$ cat src/rtl/ddr3_wb_width_bridge.sv
// 32-bit pipelined Wishbone to 128-bit DDR3 controller port bridge; one transaction at a time.
// Define READ_BUF_EN to add a single-line write-through read buffer.
module ddr3_wb_width_bridge #(
  parameter int DN_ADDR_BITS = 25,
  parameter int DN_DATA_BITS = 128
) (
  input  logic                      clk_i,
  input  logic                      rstn_i,
  input  logic                      up_cyc_i,
  input  logic                      up_stb_i,
  input  logic                      up_we_i,
  input  logic [DN_ADDR_BITS+1:0]   up_addr_i,
  input  logic [3:0]                up_sel_i,
  input  logic [31:0]               up_dat_i,
  output logic                      up_stall_o,
  output logic                      up_ack_o,
  output logic [31:0]               up_dat_o,
  output logic                      dn_cyc_o,
  output logic                      dn_stb_o,
  output logic                      dn_we_o,
  output logic [DN_ADDR_BITS-1:0]   dn_addr_o,
  output logic [15:0]               dn_sel_o,
  output logic [DN_DATA_BITS-1:0]   dn_dat_o,
  input  logic                      dn_stall_i,
  input  logic                      dn_ack_i,
  input  logic [DN_DATA_BITS-1:0]   dn_dat_i
);

  typedef enum logic [1:0] {
    ST_IDLE = 2'd0,
    ST_REQ  = 2'd1,
    ST_WAIT = 2'd2,
    ST_RESP = 2'd3
  } state_t;

  state_t                    state_r;
  state_t                    next_state_s;
  logic                      accept_s;
  logic                      done_s;
  logic                      hit_s;
  logic [31:0]               hit_dat_s;
  logic [1:0]                lane_r;
  logic [DN_ADDR_BITS-1:0]   req_line_s;
  logic [15:0]               req_sel_s;

  function automatic logic [31:0] lane_slice(input logic [127:0] line, input logic [1:0] lane);
    case (lane)
      2'd0:    lane_slice = line[31:0];
      2'd1:    lane_slice = line[63:32];
      2'd2:    lane_slice = line[95:64];
      2'd3:    lane_slice = line[127:96];
      default: lane_slice = 32'h0000_0000;
    endcase
  endfunction

  assign req_line_s = up_addr_i[DN_ADDR_BITS+1:2];
  // Reads fetch the whole line so the buffer (when present) can be filled from it.
  assign req_sel_s  = up_we_i ? ({12'h000, up_sel_i} << {up_addr_i[1:0], 2'b00}) : 16'hFFFF;
  assign up_stall_o = (state_r != ST_IDLE);

`ifdef READ_BUF_EN
  logic [127:0]              buf_data_r;
  logic [DN_ADDR_BITS-1:0]   buf_tag_r;
  logic                      buf_valid_r;

  function automatic logic [127:0] merge_bytes(input logic [127:0] old_line,
                                               input logic [127:0] new_line,
                                               input logic [15:0]  sel);
    for (int b = 0; b < 16; b++) begin
      merge_bytes[8*b +: 8] = sel[b] ? new_line[8*b +: 8] : old_line[8*b +: 8];
    end
  endfunction

  assign hit_s     = !up_we_i && buf_valid_r && (buf_tag_r == req_line_s);
  assign hit_dat_s = lane_slice(buf_data_r, up_addr_i[1:0]);

  // Line buffer: filled by read misses, patched by write-through to the buffered line.
  always_ff @(posedge clk_i or negedge rstn_i) begin
    if (!rstn_i) begin
      buf_data_r  <= 128'h0;
      buf_tag_r   <= '0;
      buf_valid_r <= 1'b0;
    end else if (done_s) begin
      if (!dn_we_o) begin
        buf_data_r  <= dn_dat_i;
        buf_tag_r   <= dn_addr_o;
        buf_valid_r <= 1'b1;
      end else if (buf_valid_r && (buf_tag_r == dn_addr_o)) begin
        buf_data_r  <= merge_bytes(buf_data_r, dn_dat_o, dn_sel_o);
      end
    end
  end
`else
  assign hit_s     = 1'b0;
  assign hit_dat_s = 32'h0000_0000;
`endif

  // Next-state logic; an upstream abort takes priority over a coincident downstream ack.
  always_comb begin
    next_state_s = state_r;
    accept_s     = 1'b0;
    done_s       = 1'b0;
    case (state_r)
      ST_IDLE: begin
        if (up_cyc_i && up_stb_i) begin
          accept_s     = 1'b1;
          next_state_s = hit_s ? ST_RESP : ST_REQ;
        end else begin
          next_state_s = ST_IDLE;
        end
      end
      ST_REQ: begin
        if (!up_cyc_i) begin
          next_state_s = ST_IDLE;
        end else if (!dn_stall_i) begin
          next_state_s = ST_WAIT;
        end else begin
          next_state_s = ST_REQ;
        end
      end
      ST_WAIT: begin
        if (!up_cyc_i) begin
          next_state_s = ST_IDLE;
        end else if (dn_ack_i) begin
          done_s       = 1'b1;
          next_state_s = ST_RESP;
        end else begin
          next_state_s = ST_WAIT;
        end
      end
      ST_RESP: next_state_s = ST_IDLE;
      default: next_state_s = ST_IDLE;
    endcase
  end

  // State register and bus strobes, registered from the next state.
  always_ff @(posedge clk_i or negedge rstn_i) begin
    if (!rstn_i) begin
      state_r  <= ST_IDLE;
      dn_cyc_o <= 1'b0;
      dn_stb_o <= 1'b0;
      up_ack_o <= 1'b0;
    end else begin
      state_r  <= next_state_s;
      dn_cyc_o <= (next_state_s == ST_REQ) || (next_state_s == ST_WAIT);
      dn_stb_o <= (next_state_s == ST_REQ);
      up_ack_o <= (next_state_s == ST_RESP);
    end
  end

  // Request latch and read-data return; downstream fields only change on a new downstream request.
  always_ff @(posedge clk_i or negedge rstn_i) begin
    if (!rstn_i) begin
      lane_r    <= 2'd0;
      dn_we_o   <= 1'b0;
      dn_addr_o <= '0;
      dn_sel_o  <= 16'h0000;
      dn_dat_o  <= '0;
      up_dat_o  <= 32'h0000_0000;
    end else begin
      if (accept_s) begin
        lane_r <= up_addr_i[1:0];
        if (hit_s) begin
          up_dat_o <= hit_dat_s;
        end else begin
          dn_we_o   <= up_we_i;
          dn_addr_o <= req_line_s;
          dn_sel_o  <= req_sel_s;
          dn_dat_o  <= {4{up_dat_i}};
        end
      end
      if (done_s && !dn_we_o) begin
        up_dat_o <= lane_slice(dn_dat_i, lane_r);
      end
    end
  end

endmodule
$ cat config.mk
export PLATFORM = sky130hd
export DESIGN_NAME = ddr3_wb_width_bridge
export DESIGN_NICKNAME = d
export VERILOG_FILES = /design/src/rtl/ddr3_wb_width_bridge.sv
export SDC_FILE = /design/constraint.sdc
export NUM_CORES = 1
export LEC_CHECK = 0
export BUFFER_PORTS_ARGS = -buffer_cell sky130_fd_sc_hd__clkbuf_2
export CORE_AREA = 2 2 158 160
export DETAILED_ROUTE_END_ITERATION = 8
export DIE_AREA = 0 0 160 162
export PLACE_DENSITY_LB_ADDON = 0.05
export REMOVE_ABC_BUFFERS = 1
export SYNTH_ARGS = -nofsm -noshare
export SYNTH_HDL_FRONTEND = slang
export SYNTH_SLANG_ARGS = --single-unit
export TNS_END_PERCENT = 20
$ cat constraint.sdc
create_clock -name clk_i -period 1.5 [get_ports clk_i]
set_input_delay 0 -clock clk_i [delete_from_list [all_inputs] [get_ports clk_i]]
set_output_delay 0 -clock clk_i [all_outputs]
set_load 0.02 [all_outputs]
# [Word level (Yosys, flattened, before mapping)]
# Cells that the tools add are included.
[word_totals] reg_bits=209 latchBits=0 mem_bits_rw=0 rom_bits=0 out_inout_bits=206 wordCells=40 n_memories=0
[classes] addsub=0 n_mul=0 div_mod_pow=0 n_lt_le_gt_ge=0 n_eq_ne=9 n_shift=1 n_mux=13 n_bitwise=0 n_reduce_logical=7
[op_table] op="32-bit one-hot mux with 4 select lines" count=1
[op_table] op="16-bit two-way mux" count=1
[op_table] op="4-bit by 4-bit left shift with 16-bit output" count=1
[op_table] op="2-bit equality test (second input constant)" count=6
[op_table] op="2-bit one-hot mux with 4 select lines" count=1
[op_table] op="1-bit two-way mux" count=7
[op_table] op="2-bit by 1-bit equality test with 1-bit output (second input constant)" count=3
[op_table] op="2-bit two-way mux" count=3
[op_table] op="2-bit zero test" count=2
[op_table] op="1-bit logical AND" count=2
[op_table] op="2-bit nonzero test" count=1
[op_table] op="1-bit zero test" count=1
[op_table] op="1-bit logical OR" count=1

# [Logic depth before layout (Yosys ltp)]
# Gate-level depths: netlist of run 1.
[logic_depth] word_depth=5 depth_mapped=5 depth_no_buf=5

# [Worst setup path after synthesis of run 1]
# Ideal clock, no wire load.
[synth_timing] path_type="flip-flop to flip-flop" startpoint="register lane_r[1]" endpoint="register up_dat_o[0]" t_arrival_ns=1.424 required_time_ns=1.375 slack_ns=-0.049 path_stages_with_launch=5 synth_period_minus_slack_ns=1.549 path_cell_list="dfrtp_1 clkbuf_1 buf_1 mux4_2 mux2_4"
[synth_via] elab_chain_cells=2 word_cells_on_any_way=5
[synth_lines] element="start, declared" line_no="42" text="logic [1:0] lane_r;"
[synth_lines] element="start signal, assigned" line_no="162" text="lane_r <= up_addr_i[1:0];"
[synth_lines] element="2-bit equality test (tied with other cells)" line_no="47" text="case (lane)"
[synth_lines] element="32-bit one-hot mux with 4 select lines *" line_no="47"
[synth_lines] element="end signal, assigned" line_no="164" text="up_dat_o <= hit_dat_s;"
[synth_lines] element="end signal, assigned" line_no="173" text="up_dat_o <= lane_slice(dn_dat_i, lane_r);"
[synth_lines] element="end, declared" line_no="17" text="output logic [31:0] up_dat_o,"
# Mark *: on every way between the ends. The rest lies on a longest branch, timed or not.
# A chain may end at the register's enable or synchronous reset.

# [Worst setup path in the final report of run 1]
[layout_timing] startpoint="register lane_r[0]" endpoint="register up_dat_o[21]"
# The elaborated chain is that of the path after synthesis.

==> flow_metrics.py, run 1 <==
metrics = {
    "drt": {
        "wl_um": 19900,
        "wl_per_cell_um": 17.1,
        "drc": 0,
        "first_pass_iters": 4,
        "drtIter0Drc": 136,
        "antenna_left": 0,
        "vias_per_cell": 4.14,
        "vias": 4801,
    },
    "setup_path": {
        "crit_chain": "buf_12 > clkbuf_16 > mux4_2 > mux2_4",
        "arrival_ns": 1.84,
        "worst-path-buf-inv": 2,
        "path_class": "reg -> reg",
        "crit_slowest_cell": "mux4_2",
        "critPathRequiredTime_ns": 1.79,
        "cp.depth": 4,
        "max_stage_delay_ns": 0.50,
        "r2r_cells": 4,
        "crit_fanout": 7,
        "end_kind": "flip-flop",
        "critPathLaunchType": "flip-flop",
        "critPathTopFamily": "multiplexers",
    },
    "sta": {
        "grt_setup_unrepaired": "yes",
        "drv_slew": 0,
        "fin_crit_ns": 1.54,
        "slew_headroom": 0.679,
        "hold_violations": 0,
        "worst_pin_slew_ns": 0.481,
        "setup_viol": 75,
        "holdWs_ns": 0.0210,
        "max_freq_mhz": 647,
        "clock_skew_ns": 0.00814,
        "finalSetupTns_ns": -1.54,
        "setup_ws_ns": -0.0447,
        "period_share": 1.03,
    },
    "layout": {
        "syn_to_final_growth_pct": 57.0,
        "diodes": 0,
        "final_nets": 1024,
        "final_cells": 1161,
        "stdcell_area_mm2": 0.00945,
        "drive_above_1_share": 0.710,
    },
    "clocking": {
        "cts_root_buf": "clkbuf_16",
        "numCtsBuffers": 17,
        "clk_pin_slew_ns": 0.05,
        "clk_latency_ns": 0.41,
        "cts_tree": "yes",
        "h-tree-depth": 4,
        "clock-sinks": 113,
        "cts_buffer_depth": 2,
    },
    "placed_design": {
        "hpwl_um": 14400,
        "io_buffers": 403,
        "gp_congestion": 0.788,
        "dp_cells": 1050,
        "placed_area_mm2": 0.00771,
    },
    "grt": {
        "grt_pass1_vias": 5036,
        "grt_pass1_wl_um": 28100,
        "antenna_found_initial": 0,
        "grt_max_degree": 49,
        "grt-ovfl-total": 0,
        "grt_use_total": 0.144,
    },
    "run": {
        "max_cap_viol_count": 0,
    },
    "floorplanning": {
        "die_y_um": 162,
        "ios": 404,
        "start_util": 0.250,
        "fp.dieArea_mm2": 0.0259,
        "num_rows": 57,
        "coreArea_mm2": 0.0241,
        "die_w_um": 160,
    },
    "power": {
        "ir_drop_mv": 0.540,
        "power_density_mw_per_mm2": 1530,
        "p_leak_uw": 0.00475,
        "total_power_uw": 14500,
    },
    "synthesis": {
        "synth_seq_area_share": 0.470,
        "yosysMostFrequentCell": "dfrtp_1",
        "synth_top_area_cell": "dfrtp_1",
        "synth_common_cells": "dfrtp_1 (113), buf_4 (98), mux2_2 (55)",
        "synthFlopType": "dfrtp_1",
        "synth_cells": 425,
        "synth_area_per_cell_um2": 14.2,
        "syn-cell-area_mm2": 0.00602,
        "synth_top_area_frac": 0.470,
        "synth_warnings": 0,
        "synth-edff-count": 0,
        "yosysUniqueCellTypes": 31,
        "synthArstFlopShare": 1.00,
        "synth_area_leaders": "dfrtp_1 (47%), buf_4 (12%), mux4_2 (11%)",
        "ys_seq_elements": 113,
    },
    "status": {
        "violations": "negative setup slack",
        "status": "complete, but fails checks",
    },
    "worst_hold_path": {
        "hold_class": "in -> reg",
        "min_path_cells": 4,
    },
}
==> through the flow <==
step,setup WS (ns),utilization
after floorplan,-1.62,-
after global placement,-0.107,0.320
after detailed placement,-0.134,0.320
after CTS,-0.123,0.376
after global routing,-0.0825,0.392
final,-0.0447,0.392
==> path summary, 6_finish.rpt <==
| kind | slack, ns | endpoint | start |
|---|---|---|---|
| max | -0.04 | up_dat_o[21] | lane_r[0] |
| min | 0.02 | state_r[0] | dn_stall_i |
| max reg2reg | -0.04 | up_dat_o[21] | lane_r[0] |
| min reg2reg | 0.49 | dn_addr_o[22] | dn_addr_o[22] |
| max in group asynchronous | 0.73 | dn_addr_o[3] | rstn_i |
| min in group asynchronous | 0.11 | dn_addr_o[18] | rstn_i |
==> where the power goes <==
part | internal [µW] | switching [µW] | total [µW]
clock | 2940 | 1490 | 4430
sequential | 3800 | 591 | 4390
combinational | 2600 | 3080 | 5680
==> layout by cell type, fill, tap and decap left out <==
master	Yosys	routed
buf_6	8	2
inv_6	0	2
mux2i_1	1	1
or2_2	1	1
dlygate4sd3_1	0	65
o21ai_0	2	2
nor2_1	17	15
bufinv_16	0	5
nor2b_1	2	2
nand2_1	9	9
clkbuf_16	0	25
nor2b_2	1	1
mux2_4	29	52
nor3b_1	1	1
buf_12	3	11
and4bb_4	0	1
mux2_1	8	8
clkinv_2	0	3
and4b_4	0	1
clkbuf_2	0	402
dfrtp_2	0	1
nor2_4	0	1
and2_1	2	2
nor2_2	0	1
or3b_2	1	1
mux4_2	29	32
clkinvlp_4	0	4
nand3_1	4	4
buf_4	98	12
dfrtp_1	113	112
mux2_2	55	32
ha_1	1	1
nand3b_1	3	3
a31oi_2	0	1
a31oi_1	16	15
and3_1	1	1
inv_1	2	2
buf_8	1	3
==> metal layers <==
layer / vias to the layer above / part of all wire / GRT usage
li1: 2225 / - / -
met2: 256 / 0.56 / 0.277
met5: - / 0 / 0
met4: 0 / 0.0096 / 0.0405
met1: 2308 / 0.36 / 0.153
met3: 12 / 0.067 / 0.0403
==> logic make-up (layout without fill, tap and decap cells) <==
group                      after synthesis  count (layout)  share of synthesized area
AOI/OAI and AO/OA                       18              18                     0.0183
muxes                                  125             125                      0.313
buffers and inverters                  124             536                      0.159
and+or+nand+nor                         44              44                     0.0374
adders and majority gates                1               1                    0.00208
DFF                                    113             113                      0.470
==> state kept, by name, summed over array words and instances (netlist names) <==
name       flops
dn_addr_o     25
dn_cyc_o       1
dn_we_o        1
state_r        2
up_dat_o      32
dn_dat_o      32
dn_stb_o       1
lane_r         2
up_ack_o       1
dn_sel_o      16
==> what timing repair did <==
action	CTS	global route
hold buffers	65	0
endpoints found under the setup margin	86	103
hold endpoints to repair	143	0
gates resized for setup	7	40
setup buffers	2	3
gates cloned	1	10
pin swaps	0	1
==> worst reg2reg max path, cell delays in order, from the launching register on <==
cell       delay, ns
dfrtp_2         0.37
buf_12          0.14
clkbuf_16       0.16
mux4_2          0.50
mux2_4          0.26
==> layout make-up <==
type	instances	area [µm²]
Inverter	2	7.51
Multi-Input combinational cell	188	2330
Tap cell	324	405
Fill cell	2398	14700
Timing Repair Buffer	503	3240
Clock inverter	14	213
Clock buffer	17	425
Sequential cell	113	2830
Power figures use the tool's default switching activity.
==> run 2, diff against run 1 <==
--- a/config.mk
+++ b/config.mk
@@ -10,6 +10,7 @@
 export DETAILED_ROUTE_END_ITERATION = 8
 export DIE_AREA = 0 0 160 162
 export PLACE_DENSITY_LB_ADDON = 0.05
+export RECOVER_POWER = 25
 export REMOVE_ABC_BUFFERS = 1
 export SYNTH_ARGS = -nofsm -noshare
 export SYNTH_HDL_FRONTEND = slang
==> constraint.sdc (replaced) <==
create_clock -name clk_i -period 1.5 [get_ports clk_i]
set_input_delay 0.225 -clock clk_i [delete_from_list [all_inputs] [get_ports clk_i]]
set_output_delay 0.225 -clock clk_i [all_outputs]
set_load 0.02 [all_outputs]
==> run 2 against run 1 <==
Via count fell by 3.3%. Wire length fell by 6.2%. Sequential cell count is the same. Worst hold slack gained 0.016 ns. The flow still finishes with violations (negative setup slack). Register-to-register slack worse by 0.04 ns. Total power is 3.4% lower.
==> flow_metrics.py, run 2 (synthesis gave the netlist of run 1 again) <==
metrics = {
    "setup_path": {
        "worst-path-buf-inv": 2,
        "crit_slowest_cell": "dfrtp_1",
        "crit_fanout": 9,
        "critPathTopFamily": "flip-flops",
        "crit_start": "state_r[0]",
        "arrival_ns": 1.88,
        "r2r_start": "state_r[0]",
        "crit_chain": "and4bb_4 > buf_12 > buf_8 > mux2_2",
        "r2r_slack_ns": -0.09,
        "r2r_cells": 4,
        "cp.depth": 4,
        "endpoint": "dn_dat_o[107]",
        "path_class": "reg -> reg",
        "critPathRequiredTime_ns": 1.79,
        "reg2reg_to": "dn_dat_o[107]",
        "end_kind": "flip-flop",
        "max_stage_delay_ns": 0.43,
        "critPathLaunchType": "flip-flop",
    },
    "layout": {
        "final_core_util": 0.365,
        "layout_common_cells": "clkbuf_2 (404), dfrtp_1 (112), mux2_4 (60), mux4_2 (32), mux2_2 (31)",
        "final_nets": 972,
        "drive_above_1_share": 0.776,
        "top_regs": "dn_dat_o (32), up_dat_o (32), dn_addr_o (25)",
        "diodes": 0,
        "layout_commonest_cell": "clkbuf_2",
        "syn_to_final_growth_pct": 46.1,
    },
    "sta": {
        "setup_viol": 96,
        "worst_pin_slew_ns": 0.750,
        "setup_ws_ns": -0.0882,
        "hold_violations": 0,
        "max_freq_mhz": 630,
        "holdWs_ns": 0.0370,
        "fin_crit_ns": 1.59,
        "finalSetupTns_ns": -4.87,
        "slew_headroom": 0.500,
        "clock_skew_ns": 0.0102,
        "drv_slew": 0,
        "period_share": 1.06,
        "grt_setup_unrepaired": "yes",
    },
    "placed_design": {
        "io_buffers": 403,
        "gp_congestion": 0.814,
        "hpwl_um": 14400,
    },
    "grt": {
        "grt_use_total": 0.136,
        "grt_max_degree": 40,
        "antenna_found_initial": 0,
        "grt-ovfl-total": 0,
        "grt_pass1_vias": 4655,
        "grt_pass1_wl_um": 26400,
    },
    "floorplanning": {
        "num_rows": 57,
        "ios": 404,
        "coreArea_mm2": 0.0241,
        "die_y_um": 162,
        "fp.dieArea_mm2": 0.0259,
        "start_util": 0.250,
        "die_w_um": 160,
    },
    "status": {
        "violations": "negative setup slack",
        "status": "complete, but fails checks",
    },
    "power": {
        "total_power_uw": 14000,
        "power_density_mw_per_mm2": 1590,
        "p_leak_uw": 0.00452,
        "ir_drop_mv": 0.610,
    },
    "drt": {
        "drtIter0Drc": 154,
        "drc": 0,
        "first_pass_iters": 5,
        "antenna_left": 0,
        "vias_per_cell": 4.18,
        "vias": 4641,
        "wl_per_cell_um": 16.8,
        "wl_um": 18700,
    },
    "clocking": {
        "numCtsBuffers": 17,
        "cts_buffer_depth": 2,
        "clk_latency_ns": 0.41,
        "h-tree-depth": 4,
        "cts_tree": "yes",
        "cts_root_buf": "clkbuf_16",
        "clk_pin_slew_ns": 0.06,
        "clock-sinks": 113,
    },
    "run": {
        "max_cap_viol_count": 0,
    },
    "worst_hold_path": {
        "hold_class": "in -> reg",
    },
}
==> run 2: repair_timing <==
| item | in CTS | in global routing |
|---|---|---|
| buffers inserted | 6 | 3 |
| cloned | 0 | 6 |
| pin swaps | 1 | 1 |
| endpoints found under the hold margin | 22 | 0 |
| resized for setup | 10 | 48 |
| hold buffers | 1 | 0 |
| endpoints found under the setup margin | 102 | 106 |
==> run 2: routing by layer <==
layer  up-vias  wire, µm  GRT usage
met5         -         0          0
met4         0       188     0.0360
met3        11      1390     0.0462
met2       259     10200      0.258
met1      2251      6870      0.143
li1       2120         -          -
==> run 2: final cells by class <==
| type | instances | area, µm² |
|---|---|---|
| clock buffer | 19 | 433 |
| inverter | 2 | 7.51 |
| timing repair buffer | 451 | 2610 |
| fill | 2427 | 15300 |
| multi-input combinational | 188 | 2360 |
| clock inverter | 13 | 161 |
| tap | 324 | 405 |
| sequential | 113 | 2830 |
==> run 2: worst min-delay path by stage <==
stage,startpoint,depth (start not counted),endpoint
2_1_floorplan,rstn_i,0,dn_addr_o[0]
3_3_place_gp,rstn_i,1,dn_dat_o[116]
3_5_place_dp,rstn_i,1,dn_dat_o[100]
4_1_cts,up_addr_i[18],2,dn_addr_o[16]
5_1_grt,up_addr_i[25],2,dn_addr_o[23]
6_report,up_addr_i[25],2,dn_addr_o[23]
==> run 2: worst reg2reg max path, cell delays in order (launching register included) <==
cell and delay, ns:
dfrtp_1 0.43, and4bb_4 0.37, buf_12 0.16, buf_8 0.18
mux2_2 0.34
==> run 2: metrics by stage <==
step                      setup WS [ns]  cell area [µm²]  std cells
after floorplan                   -1.62             5070        303
after global placement          -0.0496             7850       1062
after detailed placement        -0.0631             7850       1062
after CTS                       -0.0879             8530       1101
after global routing             -0.126             8800       1110
final                           -0.0882             8800       1110
==> run 2: where the power goes <==
part / switching [µW] / total, µW / leakage [µW] / internal, µW
sequential: 597 / 4400 / 0.00137 / 3800
clock: 1470 / 4080 / 0.000280 / 2610
combinational: 3030 / 5520 / 0.00287 / 2490
total: 5100 / 14000 / 0.00452 / 8900
